## config.mk

```make
export PLATFORM = sky130hd
export DESIGN_NAME = instr_fetch_unit
export DESIGN_NICKNAME = d
export VERILOG_FILES = /design/src/rtl/mips_pkg.sv /design/src/rtl/next_pc_sel.sv /design/src/rtl/instr_fetch_unit.sv
export SDC_FILE = /design/constraint.sdc
export NUM_CORES = 1
export LEC_CHECK = 0
export CAP_MARGIN = 25
export CORE_MARGIN = 1
export CORE_UTILIZATION = 51
export DETAILED_ROUTE_END_ITERATION = 7
export GPL_ROUTABILITY_DRIVEN = 0
export PLACE_DENSITY = 0.82
export SYNTH_ARGS = -nofsm -noshare
export SYNTH_HDL_FRONTEND = slang
export SYNTH_SLANG_ARGS = --single-unit
```

## constraint.sdc

```tcl
create_clock -name clk -period 4.2 [get_ports clk]
set_input_delay 0.63 -clock clk [delete_from_list [all_inputs] [get_ports clk]]
set_output_delay 0.63 -clock clk [all_outputs]
set_load 0.02 [all_outputs]
```

## src/rtl/mips_pkg.sv

```systemverilog
// Shared definitions for the fetch stage and the main decoder.
//   fetch_state_t    : fetch FSM states (IDLE -> FETCH -> ISSUE -> FETCH ...)
//   DEFAULT_RESET_PC : default reset vector (word-aligned)
//   OP_J/OP_BEQ/OP_BNE: opcode values of instr[31:26] used by the decoder
//   branch_offset()  : sign-extended, word-scaled branch displacement
package mips_pkg;

  typedef enum logic [1:0] {
    IDLE  = 2'd0,
    FETCH = 2'd1,
    ISSUE = 2'd2
  } fetch_state_t;

  localparam logic [31:0] DEFAULT_RESET_PC = 32'h0000_0000;

  localparam logic [5:0] OP_J   = 6'h02;
  localparam logic [5:0] OP_BEQ = 6'h04;
  localparam logic [5:0] OP_BNE = 6'h05;

  function automatic logic [31:0] branch_offset(input logic [15:0] imm);
    return {{14{imm[15]}}, imm, 2'b00};
  endfunction

endpackage

```

## src/rtl/next_pc_sel.sv

```systemverilog
// Combinational next-PC selection for the retiring instruction.
//   pc      in  32  address of the retiring instruction
//   instr   in  26  low instruction field (jump index / branch immediate);
//                   the opcode field is decoded upstream into branch/ne/jump
//   branch  in  1   conditional branch
//   ne      in  1   BNE qualifier: taken when zero==0 instead of zero==1
//   zero    in  1   ALU zero flag
//   jump    in  1   unconditional jump, has priority over branch
//   next_pc out 32  address of the next fetch (all adds modulo 2^32)
module next_pc_sel
  import mips_pkg::*;
(
  input  logic [31:0] pc,
  input  logic [25:0] instr,
  input  logic        branch,
  input  logic        ne,
  input  logic        zero,
  input  logic        jump,
  output logic [31:0] next_pc
);

  logic [31:0] pc_plus4;

  always_comb begin
    pc_plus4 = pc + 32'd4;
    next_pc  = pc_plus4;
    if (jump) begin
      next_pc = {pc_plus4[31:28], instr, 2'b00};
    end else if (branch && (zero ^ ne)) begin
      next_pc = pc_plus4 + branch_offset(instr[15:0]);
    end
  end

endmodule

```

## src/rtl/instr_fetch_unit.sv

```systemverilog
// Fetch stage: holds the PC, fetches from instruction memory over req/ack and
// hands the word to the decoder/datapath over valid/ready. The next PC is
// chosen from the decoder/ALU outcome in the cycle the instruction retires.
//   clk, reset_n          clock, asynchronous active-low reset
//   imem_req/imem_addr    fetch request (held until ack) and address (= pc)
//   imem_ack/imem_rdata   request completion and instruction word
//   instr/instr_valid     registered instruction awaiting retirement
//   instr_ready           core retires instr this cycle
//   branch/ne/zero/jump   control outcome, sampled only at retirement
//   pc                    address of instr / current fetch
//   retired_cnt           retired-instruction count (wraps)
module instr_fetch_unit
  import mips_pkg::*;
#(
  parameter logic [31:0] RESET_PC = DEFAULT_RESET_PC,
  parameter int unsigned CNT_W    = 32
) (
  input  logic             clk,
  input  logic             reset_n,
  output logic             imem_req,
  output logic [31:0]      imem_addr,
  input  logic             imem_ack,
  input  logic [31:0]      imem_rdata,
  output logic [31:0]      instr,
  output logic             instr_valid,
  input  logic             instr_ready,
  input  logic             branch,
  input  logic             ne,
  input  logic             zero,
  input  logic             jump,
  output logic [31:0]      pc,
  output logic [CNT_W-1:0] retired_cnt
);

  fetch_state_t state, state_next;
  logic         capture;
  logic         retire;
  logic [31:0]  next_pc;

  always_comb begin
    state_next = state;
    capture    = 1'b0;
    retire     = 1'b0;
    case (state)
      IDLE:  state_next = FETCH;
      FETCH: begin
        if (imem_ack) begin
          capture    = 1'b1;
          state_next = ISSUE;
        end
      end
      ISSUE: begin
        if (instr_ready) begin
          retire     = 1'b1;
          state_next = FETCH;
        end
      end
      default: state_next = IDLE;
    endcase
  end

  // imem_req/instr_valid are flops loaded from the next-state decode so they
  // come straight off registers rather than through state-decode logic.
  always_ff @(posedge clk or negedge reset_n) begin
    if (!reset_n) begin
      state       <= IDLE;
      imem_req    <= 1'b0;
      instr_valid <= 1'b0;
    end else begin
      state       <= state_next;
      imem_req    <= (state_next == FETCH);
      instr_valid <= (state_next == ISSUE);
    end
  end

  next_pc_sel u_next_pc_sel (
    .pc      (pc),
    .instr   (instr[25:0]),
    .branch  (branch),
    .ne      (ne),
    .zero    (zero),
    .jump    (jump),
    .next_pc (next_pc)
  );

  always_ff @(posedge clk or negedge reset_n) begin
    if (!reset_n) begin
      pc          <= RESET_PC;
      instr       <= '0;
      retired_cnt <= '0;
    end else begin
      if (capture) begin
        instr <= imem_rdata;
      end
      if (retire) begin
        pc          <= next_pc;
        retired_cnt <= retired_cnt + CNT_W'(1);
      end
    end
  end

  assign imem_addr = pc;

endmodule
```

==> metrics.cfg <==
[run_status]
status=complete, no violations

[worst_setup_path]
crit_start=imem_addr[4]
worst_ep_arrival_time_ns=3.97
worst_ep_required_time_ns=4.45
start_kind=flip-flop
path_class=reg -> reg
endpoint_kind=flip-flop
cp_max_fo=8
timing.rr.start=imem_addr[4]
r2r_cells=14
reg2reg_slack_ns=0.47
rr_endpoint=imem_addr[25]
endpoint=imem_addr[25]

[synth]
synth_area_leaders=dfrtp_1, ha_1, xnor2_1
synth_largest_area_cell=dfrtp_1
synth_compound_area_share_pct=17.1
synth_seq_area_share_pct=35.8
synth_top_family_by_area=simple AND/OR/NAND/NOR gates
synth_seq_cells=98
synth_fa_ha_area_share_pct=7.24
yosysWarnings=0
muxShareOfSynthArea_pct=5.56
synth_xor_area_share_pct=10.2
synth_edf_count=0
async_flop_share_pct=100
synth_common_cells=dfrtp_1, nand2_1, xnor2_1, nor2_1, a21oi_1
avgSynthCellArea_um2=9.22
synth_simple_gate_area_share_pct=18.3
synth_area_mm2=0.00684
syn_inst=742
yosysTopAreaCellShare_pct=35.8
synthFlopType=dfrtp_1
yosysMostFrequentCell=dfrtp_1
synth_cell_types=70

[sta]
hold_ws_ns=0.381
timing.final.crit_period_ns=3.73
skew_ns=0.0144
tightestPinTransition_ns=1.00
finalSetupViolCount=0
slew_headroom_pct=33.3
finalMaxSlewViolations=0
finalHoldViolCount=0
clock.fmax_mhz=268
finalCritPeriodShare_pct=88.8
rsz0062_at_grt=false
tns_ns=0

[run]
cap_violations=0

[power_and_ir_drop]
p_per_area_mw_per_mm2=837
p_sw_share_pct=47.0
leakage_nw=3.79
ir_worst_vdd_mv=0.590
clockPowerShare_pct=11.1
internal_power_mw=3.87
p_comb_share_pct=64.6
p_seq_share_pct=24.3
p_switching_mw=3.44

[floorplanning]
start_util_pct=53.4
io_pins=170
rows=41
fp.dieW_um=118
core_region_area_mm2=0.0128
die_area_mm2=0.0139
die_y_um=118

[hold_path]
hold_path_class=in -> async

[global_route]
grt_max_degree=69
grt_usage_pct=28.2
grt_pass1_vias=6206
antenna_found_initial=0
grt_overflow=0
grt_pass1_wl_um=31300

[routing]
detailedRoute.firstPassIterationCount=4
dr.first_iter.drc_count=380
met2RoutedLength_um=9260
ant_nets=0
highest_layer=met4
met3_length_um=1430
routedWlPerCell_um=18.5
vias=6308
viasPerCell=6.01
wirelength_um=19400
met1_length_um=8180
drc=0

[clock_network]
root_buffer=clkbuf_16
post_cts_buffers=0
clk_path_buf_depth=2
ctsHoldBuffers=0
cts_htree_levels=3
clock-sinks=98
clk_pin_slew_ns=0.07
cts_buffers=9
ctsResizeCount=0
cts_tree=done
clk_latency_ns=0.36

[layout]
fin_nets=951
layout-drive-gt1-share_pct=8.78
area_growth_pct=27.6
diodes=0
design_area_mm2=0.00873
fillers=1037

[place]
port_buffers=165
dpl_cell_area_mm2=0.00844
place_hpwl_um=14200

flip-flops by register name, summed over array words and instances, names as in the netlist:
name	flops
instr	32
retired_cnt	32
imem_addr	30
state	2
imem_req	1
instr_valid	1
per-layer routing:
metal,vias up,track usage [%]
li1,2911,-
met1,3070,34.6
met2,280,46.5
met3,47,7.75
met4,0,12.1
met5,-,0
power by group through the flow:
stage	clock network, mW	registers [mW]	logic (mW)
after floorplan	0	2.01	2.92
after global placement	0	1.74	4.54
after detailed placement	0	1.77	4.62
after CTS	0.828	1.76	4.67
after global routing	0.859	1.82	5.09
final	0.810	1.78	4.72
through the flow:
| step | utilization, % | power, mW | worst slack, ns | cells |
|---|---|---|---|---|
| floorplan | - | 4.93 | 0.867 | 745 |
| global placement | 65.8 | 6.27 | 0.722 | 1033 |
| detailed placement | 65.8 | 6.39 | 0.579 | 1033 |
| CTS | 68.1 | 7.26 | 0.492 | 1049 |
| global route | 68.1 | 7.77 | 0.162 | 1049 |
| finish | 68.1 | 7.31 | 0.472 | 1049 |
layout by cell type, fill, tap and decap left out, drive strengths merged, types with 4 or more instances in the layout:
cell,count
clkdlybuf4s50,164
dfrtp,98
nand2,73
xnor2,53
nor2,45
a21oi,40
o21ai,40
ha,38
nand3,36
mux2,32
xor2,27
and3,22
a21o,20
nand4,17
a211oi,14
inv,12
clkbuf,12
nor3,11
buf,10
and4,9
and2,7
a31oi,7
or3,7
o21a,6
o31ai,6
o22ai,5
o211ai,5
o211a,4
conb,4
nor4,4
worst min path at each step:
stage	from	endpoint	slack [ns]	cells past startpoint
after floorplan	reset_n	imem_addr[10]	0.33	0
after global placement	retired_cnt[31]	retired_cnt[31]	0.46	1
after detailed placement	retired_cnt[31]	retired_cnt[31]	0.47	1
after CTS	reset_n	imem_addr[24]	0.42	1
after global routing	reset_n	imem_addr[24]	0.45	1
final	reset_n	imem_addr[20]	0.38	1
logic make-up (layout without fill, tap and decap cells):
family	after synthesis	in the layout
and+or+nand+nor	245	245
other	1	4
AOI/OAI and AO/OA	176	176
xor gates and xnor gates	80	80
adders and majority gates	39	39
DFF	98	98
muxes	34	34
buffers and inverters	69	201
cell type report:
type | count | area [µm²] | share of cell area [%]
tap | 172 | 215 | 2.46
timing repair buffer | 174 | 1720 | 19.7
inverter | 11 | 41.3 | 0.473
clock inverter | 4 | 33.8 | 0.387
multi-input combinational | 578 | 4020 | 46.0
clock buffer | 12 | 256 | 2.94
sequential | 98 | 2450 | 28.1
critical path, stage by stage (launching register included):
cell and delay (ns):
dfrtp_1 0.49, and4_1 0.36, nand4_2 0.17, nor2_2 0.28
nand2_1 0.19, xnor2_1 0.16, ha_1 0.40, nand4_1 0.17
nor3_1 0.20, a32oi_1 0.18, o31a_2 0.36, and2_1 0.17
xnor2_1 0.14, mux2i_1 0.11, o31ai_1 0.24
No activity file was read; power rests on OpenSTA's default activity.
